[config.mk]
export PLATFORM = sky130hd
export DESIGN_NAME = alu_ctrl_pipe
export DESIGN_NICKNAME = d
export VERILOG_FILES = /design/src/rtl/alu_ctrl_pkg.sv /design/src/rtl/alu_ctrl_decode.sv /design/src/rtl/alu_ctrl_pipe.sv
export SDC_FILE = /design/constraint.sdc
export NUM_CORES = 1
export LEC_CHECK = 0
export CORE_UTILIZATION = 60
export DETAILED_ROUTE_END_ITERATION = 10
export DONT_BUFFER_PORTS = 1
export PLACE_DENSITY = 0.76
export SETUP_SLACK_MARGIN = 0.5
export SLEW_MARGIN = 20
export SYNTH_ARGS = -nofsm -noshare
export SYNTH_HDL_FRONTEND = slang
export SYNTH_SLANG_ARGS = --single-unit
[constraint.sdc]
create_clock -name clk -period 3.4 [get_ports clk]
set_clock_uncertainty 0.1 [all_clocks]
set_input_delay 1.02 -clock clk [delete_from_list [all_inputs] [get_ports clk]]
set_output_delay 1.02 -clock clk [all_outputs]
set_load 0.01 [all_outputs]
[src/rtl/alu_ctrl_pkg.sv]
// Shared constants and types for the ID/EX ALU control stage:
// ALU control codes, ALUOp/funct encodings, mult/div ops and the decode bundle.
package alu_ctrl_pkg;

   localparam logic [3:0] CTRL_ADD  = 4'b0000;
   localparam logic [3:0] CTRL_SUB  = 4'b0001;
   localparam logic [3:0] CTRL_AND  = 4'b0010;
   localparam logic [3:0] CTRL_OR   = 4'b0011;
   localparam logic [3:0] CTRL_SLL  = 4'b0100;
   localparam logic [3:0] CTRL_SRL  = 4'b0101;
   localparam logic [3:0] CTRL_SRA  = 4'b0110;
   localparam logic [3:0] CTRL_SLTU = 4'b0111;
   localparam logic [3:0] CTRL_SLT  = 4'b1000;
   localparam logic [3:0] CTRL_NOR  = 4'b1001;
   localparam logic [3:0] CTRL_XOR  = 4'b1010;
   localparam logic [3:0] CTRL_LUI  = 4'b1011;
   localparam logic [3:0] CTRL_MFHI = 4'b1100;
   localparam logic [3:0] CTRL_MFLO = 4'b1101;

   localparam logic [3:0] ALUOP_ADD   = 4'b0000;
   localparam logic [3:0] ALUOP_SUB   = 4'b0001;
   localparam logic [3:0] ALUOP_RTYPE = 4'b0010;
   localparam logic [3:0] ALUOP_AND   = 4'b0011;
   localparam logic [3:0] ALUOP_OR    = 4'b0100;
   localparam logic [3:0] ALUOP_SLT   = 4'b0101;
   localparam logic [3:0] ALUOP_XOR   = 4'b0110;
   localparam logic [3:0] ALUOP_LUI   = 4'b0111;
   localparam logic [3:0] ALUOP_SLTU  = 4'b1000;

   localparam logic [5:0] FN_ADD   = 6'b100000;
   localparam logic [5:0] FN_ADDU  = 6'b100001;
   localparam logic [5:0] FN_SUB   = 6'b100010;
   localparam logic [5:0] FN_SUBU  = 6'b100011;
   localparam logic [5:0] FN_AND   = 6'b100100;
   localparam logic [5:0] FN_OR    = 6'b100101;
   localparam logic [5:0] FN_XOR   = 6'b100110;
   localparam logic [5:0] FN_NOR   = 6'b100111;
   localparam logic [5:0] FN_SLT   = 6'b101010;
   localparam logic [5:0] FN_SLTU  = 6'b101011;
   localparam logic [5:0] FN_SLL   = 6'b000000;
   localparam logic [5:0] FN_SRL   = 6'b000010;
   localparam logic [5:0] FN_SRA   = 6'b000011;
   localparam logic [5:0] FN_MFHI  = 6'b010000;
   localparam logic [5:0] FN_MFLO  = 6'b010010;
   localparam logic [5:0] FN_MULT  = 6'b011000;
   localparam logic [5:0] FN_MULTU = 6'b011001;
   localparam logic [5:0] FN_DIV   = 6'b011010;
   localparam logic [5:0] FN_DIVU  = 6'b011011;

   localparam logic [1:0] MD_MULT  = 2'b00;
   localparam logic [1:0] MD_MULTU = 2'b01;
   localparam logic [1:0] MD_DIV   = 2'b10;
   localparam logic [1:0] MD_DIVU  = 2'b11;

   typedef enum logic {
      MD_IDLE = 1'b0,
      MD_BUSY = 1'b1
   } mdState_e;

   typedef struct packed {
      logic [3:0] code;
      logic       isMd;
      logic [1:0] mdOp;
      logic       isMfhilo;
      logic       illegal;
   } decode_t;

endpackage

[src/rtl/alu_ctrl_decode.sv]
// Purely combinational ALUOp/funct decoder; anything unlisted comes out as
// code 0000 with illegal set, so no X ever reaches the output register.
module alu_ctrl_decode
   import alu_ctrl_pkg::*;
#(
   parameter int ALUOP_W = 4
) (
   input  logic [ALUOP_W-1:0] aluop_i,
   input  logic [5:0]         funct_i,
   output decode_t            dec_o
);

   always_comb begin
      dec_o = '0;
      case (aluop_i)
         ALUOP_W'(ALUOP_ADD):  dec_o.code = CTRL_ADD;
         ALUOP_W'(ALUOP_SUB):  dec_o.code = CTRL_SUB;
         ALUOP_W'(ALUOP_AND):  dec_o.code = CTRL_AND;
         ALUOP_W'(ALUOP_OR):   dec_o.code = CTRL_OR;
         ALUOP_W'(ALUOP_SLT):  dec_o.code = CTRL_SLT;
         ALUOP_W'(ALUOP_XOR):  dec_o.code = CTRL_XOR;
         ALUOP_W'(ALUOP_LUI):  dec_o.code = CTRL_LUI;
         ALUOP_W'(ALUOP_SLTU): dec_o.code = CTRL_SLTU;
         ALUOP_W'(ALUOP_RTYPE): begin
            case (funct_i)
               FN_ADD, FN_ADDU: dec_o.code = CTRL_ADD;
               FN_SUB, FN_SUBU: dec_o.code = CTRL_SUB;
               FN_AND:          dec_o.code = CTRL_AND;
               FN_OR:           dec_o.code = CTRL_OR;
               FN_XOR:          dec_o.code = CTRL_XOR;
               FN_NOR:          dec_o.code = CTRL_NOR;
               FN_SLT:          dec_o.code = CTRL_SLT;
               FN_SLTU:         dec_o.code = CTRL_SLTU;
               FN_SLL:          dec_o.code = CTRL_SLL;
               FN_SRL:          dec_o.code = CTRL_SRL;
               FN_SRA:          dec_o.code = CTRL_SRA;
               FN_MFHI: begin
                  dec_o.code     = CTRL_MFHI;
                  dec_o.isMfhilo = 1'b1;
               end
               FN_MFLO: begin
                  dec_o.code     = CTRL_MFLO;
                  dec_o.isMfhilo = 1'b1;
               end
               // The low two funct bits of mult/multu/div/divu are the md_op encoding.
               FN_MULT, FN_MULTU, FN_DIV, FN_DIVU: begin
                  dec_o.code = CTRL_ADD;
                  dec_o.isMd = 1'b1;
                  dec_o.mdOp = funct_i[1:0];
               end
               default: dec_o.illegal = 1'b1;
            endcase
         end
         default: dec_o.illegal = 1'b1;
      endcase
   end

endmodule

[src/rtl/alu_ctrl_pipe.sv]
// ID/EX ALU control stage: valid/ready output register, flush, and mult/div sequencer.
// Build option ALU_CTRL_TRAP_EN: illegal ops raise a one-cycle trap instead of flowing through.
module alu_ctrl_pipe
   import alu_ctrl_pkg::*;
#(
   parameter int ALUOP_W   = 4,
   parameter int CTRL_W    = 4,
   parameter int MD_CYCLES = 32,
   parameter int CNT_W     = 6
) (
   input  logic               clk,
   input  logic               rst_n,
   input  logic               in_valid_i,
   output logic               in_ready_o,
   input  logic [ALUOP_W-1:0] aluop_i,
   input  logic [5:0]         funct_i,
   input  logic               flush_i,
   output logic               out_valid_o,
   input  logic               out_ready_i,
   output logic [CTRL_W-1:0]  alu_ctrl_o,
   output logic               md_start_o,
   output logic [1:0]         md_op_o,
   output logic               md_busy_o,
   output logic               illegal_op_o
);

   decode_t            dec;
   mdState_e           state_q, state_d;
   logic [CNT_W-1:0]   cnt_q, cnt_d;
   logic               outValid_q, outValid_d;
   logic               illegal_q, illegal_d;
   logic               mdStart_q, mdStart_d;
   logic [CTRL_W-1:0]  aluCtrl_q, aluCtrl_d;
   logic [1:0]         mdOp_q, mdOp_d;
   logic               mdBusy, hazard, inReady, accept;

   alu_ctrl_decode #(.ALUOP_W(ALUOP_W)) u_decode (
      .aluop_i (aluop_i),
      .funct_i (funct_i),
      .dec_o   (dec)
   );

   // HI/LO consumers and new mult/div ops must wait until the unit is free.
   assign mdBusy  = (state_q == MD_BUSY);
   assign hazard  = mdBusy & (dec.isMd | dec.isMfhilo);
   assign inReady = (~outValid_q | out_ready_i) & ~hazard & ~flush_i;
   assign accept  = in_valid_i & inReady;

   always_comb begin
      outValid_d = outValid_q;
      illegal_d  = illegal_q;
      aluCtrl_d  = aluCtrl_q;
      if (flush_i) begin
         outValid_d = 1'b0;
         illegal_d  = 1'b0;
      end else if (accept) begin
         aluCtrl_d = CTRL_W'(dec.code);
         illegal_d = dec.illegal;
`ifdef ALU_CTRL_TRAP_EN
         outValid_d = ~dec.illegal;
`else
         outValid_d = 1'b1;
`endif
      end else if (~outValid_q | out_ready_i) begin
         outValid_d = 1'b0;
         illegal_d  = 1'b0;
      end
   end

   always_comb begin
      state_d   = state_q;
      cnt_d     = cnt_q;
      mdStart_d = 1'b0;
      mdOp_d    = mdOp_q;
      case (state_q)
         MD_IDLE: begin
            if (accept & dec.isMd) begin
               state_d   = MD_BUSY;
               cnt_d     = CNT_W'(MD_CYCLES - 1);
               mdStart_d = 1'b1;
               mdOp_d    = dec.mdOp;
            end
         end
         MD_BUSY: begin
            if (cnt_q == '0) state_d = MD_IDLE;
            else             cnt_d   = cnt_q - CNT_W'(1);
         end
         default: state_d = MD_IDLE;
      endcase
   end

   always_ff @(posedge clk or negedge rst_n) begin
      if (!rst_n) begin
         state_q    <= MD_IDLE;
         cnt_q      <= '0;
         outValid_q <= 1'b0;
         illegal_q  <= 1'b0;
         mdStart_q  <= 1'b0;
         aluCtrl_q  <= '0;
         mdOp_q     <= '0;
      end else begin
         state_q    <= state_d;
         cnt_q      <= cnt_d;
         outValid_q <= outValid_d;
         illegal_q  <= illegal_d;
         mdStart_q  <= mdStart_d;
         aluCtrl_q  <= aluCtrl_d;
         mdOp_q     <= mdOp_d;
      end
   end

   assign in_ready_o   = inReady;
   assign out_valid_o  = outValid_q;
   assign alu_ctrl_o   = aluCtrl_q;
   assign md_start_o   = mdStart_q;
   assign md_op_o      = mdOp_q;
   assign md_busy_o    = mdBusy;
   assign illegal_op_o = illegal_q;

endmodule
==> Implementation_results.wiki, run 1 <==
{| class="wikitable"
! Metric !! Value
|-
| Area growth from synthesis to layout || 1.418%
|-
| Routed wire per std cell || 14.65 µm
|-
| Post-Syn Nets || 138
|-
| Period utilization || 84.03%
|-
| Buffer levels on the longest clock path || 2
|-
| Final cell area excluding filler cells || 0.001074 mm²
|-
| Result of the run || finished with violations
|-
| Post-CTS setup-driven buffer insertion count || 0
|-
| Peak supply drop || 0.4395 mV
|-
| Placement-stage cell area || 0.001037 mm²
|-
| Inserted Diodes || 0
|-
| Cell type with the highest aggregate area in the netlist || sky130_fd_sc_hd__dfrtp_1
|-
| Violated checks || DRC
|-
| Fraction of power consumed by combinational cells || 30.0%
|-
| Global-route total usage across every layer || 22.65%
|-
| Net Switching || about 0.21 mW
|-
| Number of distinct library cells after synthesis || 38
|-
| Antenna violations before repair || 0
|-
| Resized Gates After CTS || 0
|-
| Aggregate routed wire length || 1992 µm
|-
| Final Hold Fails || 0
|-
| Shortest period the worst path allows || about 2.9 ns
|-
| Worst Setup Start Kind || input pin
|-
| Post-detailed-route count of antenna-violating nets || 0
|-
| Pin count of the biggest net entering global routing || 17
|-
| Final-report max-slew violation count || 0
|-
| Critical path required time || approximately 2.3 ns
|-
| Global-route wire length before repair || roughly 3200 µm
|-
| Drc violations || 3
|-
| Final estimated routing congestion in global placement || 0.7971
|-
| 1st-pass router iterations || 7
|-
| Number of global-route vias before repair || 790
|-
| Max Clk Rate || 350.0 MHz
|-
| Share of the yosys chip area belonging to registers || 37.83%
|-
| Flop pwr share || 50.3%
|-
| Total of endpoints with negative setup slack in the final report || 0
|-
| Final global-route overflow total || 0
|-
| Area of the die || 0.001936 mm²
|-
| Number of buffers created by CTS || 3
|-
| Average cell area after synthesis || 8.676 µm²
|-
| Height of the die || about 44 µm
|-
| Data arrival time of the worst path || around 1.7 ns
|-
| Clock-pin transition on the worst setup and hold timing paths || 0.09 ns
|-
| Number of placed I/O pins || 26
|-
| Crit path max fanout || 10
|-
| X dimension of the die || approximately 44 µm
|-
| Count of input and output buffers || 0
|-
| Post-layout util || 68.10%
|-
| Clock root buffer master || sky130_fd_sc_hd__clkbuf_4
|-
| Via count normalized by instance count || 6.272
|-
| Register bit count reported by yosys || 16
|-
| Cell types with the largest area share after synthesis || sky130_fd_sc_hd__dfrtp_1 (38%), sky130_fd_sc_hd__o21ai_0 (6.1%), sky130_fd_sc_hd__nand2_1 (5.7%)
|-
| Max-cap violation count || 0
|-
| Std cell rows || 14
|-
| Worst relative slew slack || 75.39%
|-
| Crit end category || primary output
|-
| Worst Max-Slew Pin Slew || roughly 0.37 ns
|-
| Share of post-route cells with drive strength above 1 || 7.500%
|-
| Number of H-tree branching levels || 1
|-
| Violation count after the first detailed-route iteration || 16
|-
| LEAKAGE || 0.4206 nW
|-
| Starting density of the core || approximately two thirds
|-
| Synth warnings || 0
|-
| Classification of the worst-slack hold path || in2async
|-
| Fin Setup TNS || 0 ns
|-
| Cts-stage hold buffer count || 0
|-
| Post-layout nets || 137
|-
| Post-synthesis instance total || 122
|-
| Cell Int Power || between 0.4 and 0.5 mW
|-
| Via Count || 853
|-
| Clock latency reported for the late side of the worst-skew pair || 0.28 ns
|-
| Area fraction of the dominant cell type after synthesis || 37.83%
|-
| # clock sinks || 16
|-
| Clock Power Share || 19.7%
|-
| Cell Area, Synth || 0.001059 mm²
|-
| TritonCTS clock tree || built
|-
| Kind of critical path || in2out
|-
| Sw Share || 34.50%
|-
| Core region area || ~0.0016 mm²
|-
| HPWL Detailed || 1553 µm
|-
| Unrepaired setup endpoints after global routing || no
|-
| Power density normalized to cell area || 573.8 mW/mm²
|}
[through the flow]
stage | hold slack, ns | instances | total power [mW] | setup WS [ns]
after global placement | 0.3946 | 132 | 0.4884 | 0.5833
after detailed placement | 0.4029 | 132 | 0.4985 | 0.5891
after floorplan | 0.3657 | 122 | 0.4686 | 0.5415
after global routing | 0.2978 | 136 | 0.6664 | 0.5164
final | 0.3207 | 136 | 0.6160 | 0.5431
after CTS | 0.3156 | 136 | 0.6203 | 0.5846
[power by group through the flow]
stage	sequential, mW	combinational [mW]	clock, mW
5_1_grt	0.322	0.212	0.133
3_5_place_dp	0.314	0.185	0
6_report	0.310	0.185	0.121
2_1_floorplan	0.300	0.168	0
3_3_place_gp	0.311	0.178	0
4_1_cts	0.311	0.186	0.124
[sequential cells by signal, summed over array words and instances, names as in the netlist]
register      flops
md_op_o           2
md_busy_o         1
md_start_o        1
cnt_q             6
out_valid_o       1
alu_ctrl_o        4
illegal_op_o      1
[synthesized netlist by cell type (all sizes together)]
cell type  number
nand2          17
dfrtp          16
o21ai          13
inv             6
nor2            6
nor3            6
a31oi           5
buf             5
nand2b          5
nand3           5
a21oi           3
nor2b           3
xnor2           3
a211oi          2
nor3b           2
nor4            2
o2111ai         2
o31a            2
o31ai           2
xor2            2
a211o           1
a2bb2oi         1
and2            1
and3            1
clkbuf          1
ha              1
nand3b          1
nand4           1
nor4b           1
nor4bb          1
o21bai          1
o41ai           1
or2             1
or3             1
or3b            1
[path summary, 6_finish.rpt]
path / from / to / slack (ns) / depth (start not counted)
setup / recovery: funct_i[2] / in_ready_o / 0.54 / 3
hold / removal: rst_n / md_op_o[1]$_DFFE_PN0P_ / 0.32 / 0
setup reg to reg: cnt_q[0]$_DFFE_PN0P_ / cnt_q[5]$_DFFE_PN0P_ / 1.32 / 7
hold reg to reg: cnt_q[0]$_DFFE_PN0P_ / cnt_q[0]$_DFFE_PN0P_ / 0.42 / 1
max in group asynchronous: rst_n / alu_ctrl_o[1]$_DFFE_PN0P_ / 2.81 / 0
min in group clk: cnt_q[0]$_DFFE_PN0P_ / cnt_q[0]$_DFFE_PN0P_ / 0.42 / 1
[per-layer routing]
metal / vias to the layer above / global-route usage, % / wire length (µm)
li1: 433 / - / -
met1: 375 / 32.28 / 947
met2: 43 / 32.06 / 836
met3: 2 / 9.167 / 191
met4: 0 / 5.455 / 17
met5: - / 0 / 0
[cell families after synthesis]
| group | count (synthesis) | synth area share (%) |
|---|---|---|
| xor gates and xnor gates | 5 | 4.138 |
| DFF | 16 | 37.82 |
| AOI/OAI and AO/OA | 33 | 21.75 |
| adders and majority gates | 1 | 1.182 |
| buffers and inverters | 12 | 6.027 |
| and+or+nand+nor | 55 | 29.08 |
[cells in the final DEF, fill, tap and decap left out, drive strengths merged, types with 2 or more instances in the layout]
cell	count
xor2	2
a211oi	2
o31ai	2
a21oi	3
nand2b	5
xnor2	3
o21ai	13
nor4	2
nor3b	2
dfrtp	16
nand3	5
nor2b	3
nand2	17
o2111ai	2
nor3	6
a31oi	5
nor2	6
clkbuf	4
inv	6
o31a	2
[critical path, stage by stage]
cell and delay [ns]:
sky130_fd_sc_hd__nor3b_1 0.29, sky130_fd_sc_hd__o2111ai_1 0.21, sky130_fd_sc_hd__and2_1 0.22
[final cells by class]
cell class,instances,area (µm²)
Clock buffer,4,36.28
Fill cell,128,503.0
Inverter,6,22.52
Multi-Input combinational cell,94,594.3
Sequential cell,16,400.4
Tap cell,16,20.02
(Power assumes the default switching activity.)
==> inputs of run 2 (changes only) <==
Settings changed: ABC_AREA set to 1.
Clock period 3.4 ns to 2.8 ns, I/O delays scaled along.
==> run 2 against run 1 <==
Net effect: the run now ends clean; setup slack got worse by 0.018 ns; via count rose by 28%; wire length rose by 16%; sequential cell count did not move; non-clock buffer count rose by 8; critical path depth rose by 3; cell count rose by 48%; synthesized area rose by 4.4%; count of clock-buffer cells in the layout fell by 1; die area rose by 4.2%; hold slack got worse by 0.17 ns; synthesized cell count rose by 35%; critical endpoint unchanged; largest power group unchanged; highest routed layer unchanged.
==> Implementation_results.wiki, run 2 <==
{| class="wikitable"
! Metric !! Value
|-
| Cell Area, Synth || 0.001105 mm²
|-
| Buffer levels on the longest clock path || 2
|-
| Ys async rst share || 100.0%
|-
| Via Count || around 1.1k
|-
| Data arrival time of the worst path || 1.34 ns
|-
| Unrepaired setup endpoints after global routing || no
|-
| Average cell area after synthesis || 6.696 µm²
|-
| Number of placed I/O pins || 26
|-
| Kind of critical path || in2out
|-
| Worst Setup Start Kind || input pin
|-
| Max Clk Rate || ~440 MHz
|-
| Cell types with the largest area share after synthesis || sky130_fd_sc_hd__dfrtp_1 (36%), sky130_fd_sc_hd__nand2_1 (21%), sky130_fd_sc_hd__nand3_1 (10%)
|-
| Most frequently used cell type in the post-synthesis netlist || sky130_fd_sc_hd__nand2_1
|-
| Area of the multi-input gates || 676.9 µm²
|-
| Capture point of the worst path || in_ready_o
|-
| Area growth from synthesis to layout || 16.08%
|-
| Global-route wire length before repair || ~3800 µm
|-
| Commonest non-fill, non-tap cell in the layout || sky130_fd_sc_hd__nand2_1
|-
| EDFF count, synth || 0
|-
| Cells along the critical path || nor2_2 -> nand2_4 -> nor2_4 -> nand2_2 -> nand2_2 -> inv_2
|-
| Commonest cells in the synthesized netlist || sky130_fd_sc_hd__nand2_1 (61), sky130_fd_sc_hd__nand3_1 (22), sky130_fd_sc_hd__inv_1 (18)
|-
| Aggregate routed wire length || 2306 µm
|-
| Area fraction of the dominant cell type after synthesis || 36.24%
|-
| Number of H-tree branching levels || 1
|-
| Max-cap violation count || 0
|-
| X dimension of the die || about 45 µm
|-
| Max reg flops || 6
|-
| Post-layout util || 74.28%
|-
| Most frequently used flop master after synthesis || sky130_fd_sc_hd__dfrtp_1
|-
| Area of the die || 0.002017 mm²
|-
| # clock sinks || 16
|-
| Power density normalized to cell area || between 300 and 400 mW/mm²
|-
| Total of endpoints with negative setup slack in the final report || 0
|-
| Worst flop-to-flop path startpoint || cnt_q[0]$_DFFE_PN0P_
|-
| Post-detailed-route count of antenna-violating nets || 0
|-
| Count of filler cells inserted in the layout || about 150
|-
| Post-layout nets || between 150 and 200
|-
| Drc violations || 0
|-
| Count of input and output buffers || 0
|-
| Register bit count reported by yosys || 16
|-
| Leading cell types in the layout, fill and taps excluded || sky130_fd_sc_hd__nand2_1 (58), sky130_fd_sc_hd__nand3_1 (22), sky130_fd_sc_hd__inv_1 (15), sky130_fd_sc_hd__dfrtp_1 (15), sky130_fd_sc_hd__nor2_1 (13)
|-
| Period utilization || slightly above 80%
|-
| Shortest period the worst path allows || 2.275 ns
|-
| Number of global-route vias before repair || 983
|-
| Clock-pin transition on the worst setup and hold timing paths || 0.08 ns
|-
| R2R Path End || cnt_q[4]$_DFFE_PN0P_
|-
| Share of post-route cells with drive strength above 1 || 20.45%
|-
| Starting density of the core || 63.99%
|-
| Worst relative slew slack || 76.60%
|-
| HPWL Detailed || 1761 µm
|-
| Number of distinct library cells after synthesis || 21
|-
| Classification of the worst-slack hold path || in2async
|-
| Worst Max-Slew Pin Slew || 0.3497 ns
|-
| Final Hold Fails || 0
|-
| Slowest stage cell, crit path || sky130_fd_sc_hd__nor2_2
|-
| Via count normalized by instance count || 5.428
|-
| Final estimated routing congestion in global placement || 0.8106
|-
| Antenna violations before repair || 0
|-
| Largest register by flop count || cnt_q
|-
| Final global-route overflow total || 0
|-
| Final-report max-slew violation count || 0
|-
| Cell type with the highest aggregate area in the netlist || sky130_fd_sc_hd__dfrtp_1
|-
| Crit end category || primary output
|-
| LEAKAGE || 0.6900 nW
|-
| Critical path required time || roughly 1.9 ns
|-
| Synth warnings || 0
|-
| Routed wire per std cell || 11.47 µm
|-
| Crit. Startpoint || aluop_i[2]
|-
| Clock root buffer master || sky130_fd_sc_hd__clkbuf_4
|-
| Pin count of the biggest net entering global routing || 17
|-
| Number of buffers created by CTS || 3
|-
| Core region area || 0.001727 mm²
|-
| Violation count after the first detailed-route iteration || 15
|-
| Result of the run || complete, no violations
|-
| Crit path max fanout || 5
|-
| Peak supply drop || 0.1778 mV
|-
| Post-Syn Nets || 181
|-
| Share of the yosys chip area belonging to registers || 36.24%
|-
| Combined flip-flop and latch cell area || roughly 400 µm²
|-
| Slowest Stage Delay on Critical Path || 0.12 ns
|-
| Global-route total usage across every layer || 25.06%
|-
| Clock latency reported for the late side of the worst-skew pair || 0.27 ns
|-
| Number of cell instances on the worst register-to-register path || 9
|-
| Height of the die || 44.91 µm
|-
| Most frequent CP cell || sky130_fd_sc_hd__nand2_2
|-
| 1st-pass router iterations || 4
|-
| Post-synthesis instance total || 165
|-
| Inserted Diodes || 0
|-
| Register-to-register path setup slack || about 1.1 ns
|-
| Fin Setup TNS || 0 ns
|-
| TritonCTS clock tree || built
|-
| Std cell rows || 15
|}
-- run 2: cell count changes after synthesis, moves of 4 or more --
cell                       before  now
sky130_fd_sc_hd__a31oi_1        5    0
sky130_fd_sc_hd__inv_1          6   18
sky130_fd_sc_hd__nand2_1       16   61
sky130_fd_sc_hd__nand2b_1       5    0
sky130_fd_sc_hd__nand3_1        5   22
sky130_fd_sc_hd__nor2_1         6   17
sky130_fd_sc_hd__nor2_2         0    4
sky130_fd_sc_hd__nor3_1         6    1
sky130_fd_sc_hd__o21ai_0       13    8
-- run 2: worst min path at each step --
stage          slack, ns                 endpoint  cells past startpoint                  from
3_3_place_gp        0.39     cnt_q[2]$_DFFE_PN0P_                      2  cnt_q[2]$_DFFE_PN0P_
2_1_floorplan       0.38     cnt_q[2]$_DFFE_PN0P_                      2  cnt_q[2]$_DFFE_PN0P_
4_1_cts             0.14      md_busy_o$_DFF_PN0_                      0                 rst_n
6_report            0.15      md_busy_o$_DFF_PN0_                      0                 rst_n
5_1_grt             0.13  out_valid_o$_DFFE_PN0P_                      0                 rst_n
3_5_place_dp        0.39     cnt_q[2]$_DFFE_PN0P_                      2  cnt_q[2]$_DFFE_PN0P_
-- run 2: critical path: cells and delay by family --
kind | cells | cell delay, ns
AND/OR/NAND/NOR | 5 | 0.44
buffers and inverters | 1 | 0.05
-- run 2: stage by stage --
step | cell area (µm²) | total power, mW | std cells | hold slack [ns] | setup WS, ns
2_1_floorplan | 1147 | 0.3056 | 165 | 0.3755 | 0.4874
3_3_place_gp | 1179 | 0.3138 | 190 | 0.3901 | 0.4254
3_5_place_dp | 1179 | 0.3154 | 190 | 0.3936 | 0.4183
4_1_cts | 1259 | 0.4335 | 199 | 0.1415 | 0.5068
5_1_grt | 1282 | 0.4550 | 201 | 0.1268 | 0.4984
6_report | 1282 | 0.4318 | 201 | 0.1488 | 0.5249
-- run 2: cells by family (layout without fill, tap and decap cells) --
logic type	count (synthesis)	in the layout	synth area share, %
compound gates	13	13	7.135
xor+xnor	1	1	0.7929
flops	16	16	36.24
simple gates	114	114	47.90
fa+ha+maj	1	1	1.132
buf+inv	20	31	6.795
-- run 2: cell type report --
type | instances | share of cell area [%]
inverter | 20 | 7.024
clock buffer | 3 | 1.756
multi-input combinational | 129 | 52.78
sequential | 16 | 31.32
timing repair buffer | 8 | 4.683
tap | 25 | 2.439
-- run 2: report_power, final --
group / leakage, nW / internal, mW / switching, mW
Clock: 0.0138 / 0.0498 / 0.0639
Combinational: 0.459 / 0.0264 / 0.0406
Sequential: 0.218 / 0.241 / 0.0106
-- run 2: metal layers --
layer / share of wire [%] / vias to the layer above / global-route usage (%)
li1: - / 550 / -
met1: 45 / 505 / 29.87
met2: 51 / 28 / 44.71
met3: 2.3 / 8 / 3.200
met4: 2.2 / 0 / 11.52
met5: 0 / - / 0
-- run 2: timing repair --
item | CTS | global route
pin swaps | 7 | 5
hold buffers | 0 | 0
gates cloned | 0 | 0
buffers inserted | 6 | 2
endpoints found under the setup margin | 1 | 1
resized for setup | 4 | 3
==> inputs of run 3 (changes only) <==
Settings changed: ABC_AREA 1 to 0.
Clock period 2.8 ns to 2.2 ns, I/O delays scaled along.
==> run 3 against run 2 <==
Net effect: design area is 1.4% higher; cell count is 23% lower; core utilization is 8.2 points higher; global-route usage is 1.5 points higher.
==> Implementation_results.wiki, run 3 (synthesized netlist as in run 1, its figures left out) <==
{| class="wikitable"
! Metric !! Value
|-
| Result of the run || complete, no violations
|-
| Clock root buffer master || sky130_fd_sc_hd__clkbuf_4
|-
| Number of global-route vias before repair || 936
|-
| Via Count || 1011
|-
| Final global-route overflow total || 0
|-
| Worst Setup Start Kind || input pin
|-
| Slowest stage cell, crit path || sky130_fd_sc_hd__nor4b_4
|-
| Drc violations || 0
|-
| Clock-pin transition on the worst setup and hold timing paths || approximately 0.1 ns
|-
| Post-detailed-route count of antenna-violating nets || 0
|-
| Inserted Diodes || 0
|-
| Fin Setup TNS || 0 ns
|-
| Max-cap violation count || 0
|-
| Period utilization || around 95%
|-
| Routed wire per std cell || 17.42 µm
|-
| Number of buffers created by CTS || 3
|-
| Cells along the critical path || nor4b_4 -> o2111ai_2 -> and2_4
|-
| TritonCTS clock tree || built
|-
| Post-layout util || 82.46%
|-
| Hold WS || 0.3415 ns
|-
| Aggregate routed wire length || 2682 µm
|-
| Area growth from synthesis to layout || 22.81%
|-
| Max reg flops || 6
|-
| Max Clk Rate || 479.0 MHz
|-
| Worst Max-Slew Pin Slew || roughly 0.7 ns
|-
| Final Hold Fails || 0
|-
| Final estimated routing congestion in global placement || 0.7497
|-
| Share of post-route cells with drive strength above 1 || 30.43%
|-
| Std cell rows || 14
|-
| Buffer levels on the longest clock path || 2
|-
| Total of endpoints with negative setup slack in the final report || 0
|-
| Antenna violations before repair || 0
|-
| Peak supply drop || 0.5963 mV
|-
| Final cell area excluding filler cells || 0.001300 mm²
|-
| Unrepaired setup endpoints after global routing || yes
|-
| # clock sinks || 16
|-
| Violation count after the first detailed-route iteration || 35
|-
| Count of input and output buffers || 0
|-
| Kind of critical path || in2out
|-
| Worst relative slew slack || between 50 and 60%
|-
| Critical path required time || 1.44 ns
|-
| Power density normalized to cell area || around 1000 mW/mm²
|-
| Crit. Startpoint || aluop_i[2]
|-
| Pin count of the biggest net entering global routing || 17
|-
| Final-report max-slew violation count || 0
|-
| Data arrival time of the worst path || 1.33 ns
|-
| HPWL Detailed || 1588 µm
|-
| Slowest Stage Delay on Critical Path || 0.31 ns
|-
| Clock latency reported for the late side of the worst-skew pair || about 0.29 ns
|-
| Number of non-filler instances in the completed layout || 154
|-
| Post-layout nets || 155
|-
| Worst flop-to-flop path startpoint || cnt_q[1]$_DFFE_PN0P_
|-
| Hold_sp || aluop_i[3]
|-
| Area of the die || 0.001936 mm²
|-
| Leading cell types in the layout, fill and taps excluded || sky130_fd_sc_hd__dfrtp_1 (16), sky130_fd_sc_hd__buf_4 (15), sky130_fd_sc_hd__nand2_1 (14)
|-
| Number of cells after detailed placement || 132
|-
| X dimension of the die || 44 µm
|-
| Shortest period the worst path allows || 2.088 ns
|-
| Crit end category || primary output
|-
| Starting density of the core || 67.14%
|-
| Via count normalized by instance count || 6.565
|-
| Number of H-tree branching levels || 1
|-
| Commonest non-fill, non-tap cell in the layout || sky130_fd_sc_hd__dfrtp_1
|-
| Crit path max fanout || 7
|-
| Height of the die || about 44 µm
|-
| Largest register by flop count || cnt_q
|-
| Global-route wire length before repair || 3808 µm
|-
| Core region area || 0.001577 mm²
|-
| Number of placed I/O pins || 26
|-
| LEAKAGE || 0.5212 nW
|-
| Placement-stage cell area || 0.001072 mm²
|-
| Global-route total usage across every layer || 26.55%
|-
| Classification of the worst-slack hold path || in2reg
|-
| 1st-pass router iterations || 4
|}
run 3: cell types whose count changed in the layout (fill, tap and decap cells not counted), sizes merged, moves of 9 or more:
cell,delta
nand3,-19
nor2,-16
inv,-14
nand2,-47
buf,+9
run 3: layer usage:
layer | routed length, µm | global-route usage, % | up-vias
li1 | - | - | 471
met3 | 139 | 7.083 | 11
met4 | 71 | 7.879 | 0
met1 | 1047 | 27.37 | 479
met2 | 1423 | 51.18 | 50
met5 | 0 | 0 | -
run 3: final cells by class:
type,instances,area (µm²)
repair buffers,18,145.1
multi-input cells,94,675.6
fillers,99,276.5
clock buffers,4,36.28
well taps,16,20.02
flip-flops and latches,16,400.4
inverters,6,22.52
run 3: repair_timing:
action | 4_1_cts | 5_1_grt
setup buffers | 13 | 4
setup endpoints to repair | 8 | 11
pin swaps | 4 | 6
gates resized for setup | 5 | 11
hold endpoints to repair | 16 | 0
hold buffers | 1 | 0
run 3: worst paths after layout:
kind,end,slack (ns),depth (start not counted)
setup reg to reg,cnt_q[3]$_DFFE_PN0P_,0.25,7
min in group asynchronous,md_start_o$_DFF_PN0_,0.75,1
setup / recovery,in_ready_o,0.11,3
hold reg to reg,alu_ctrl_o[3]$_DFFE_PN0P_,0.46,2
hold / removal,alu_ctrl_o[3]$_DFFE_PN0P_,0.34,1
max in group asynchronous,cnt_q[2]$_DFFE_PN0P_,0.79,1
run 3: report_power, final:
group	internal, mW	switching (mW)	total, mW
Combinational	0.369	0.268	0.637
Sequential	0.373	0.120	0.493
Clock	0.101	0.0971	0.198
Total	0.843	0.486	1.33
run 3: critical path, delay by kind of cell:
kind | cells | cell delay, ns
and+or+nand+nor | 2 | 0.49
AOI/OAI and AO/OA | 1 | 0.17
run 3: metrics by stage:
step	setup WS (ns)	power (mW)
2_1_floorplan	0.08067	0.7394
3_3_place_gp	0.1187	0.7677
3_5_place_dp	0.08966	0.7826
4_1_cts	0.1295	1.164
5_1_grt	0.1033	1.387
6_report	0.1125	1.329
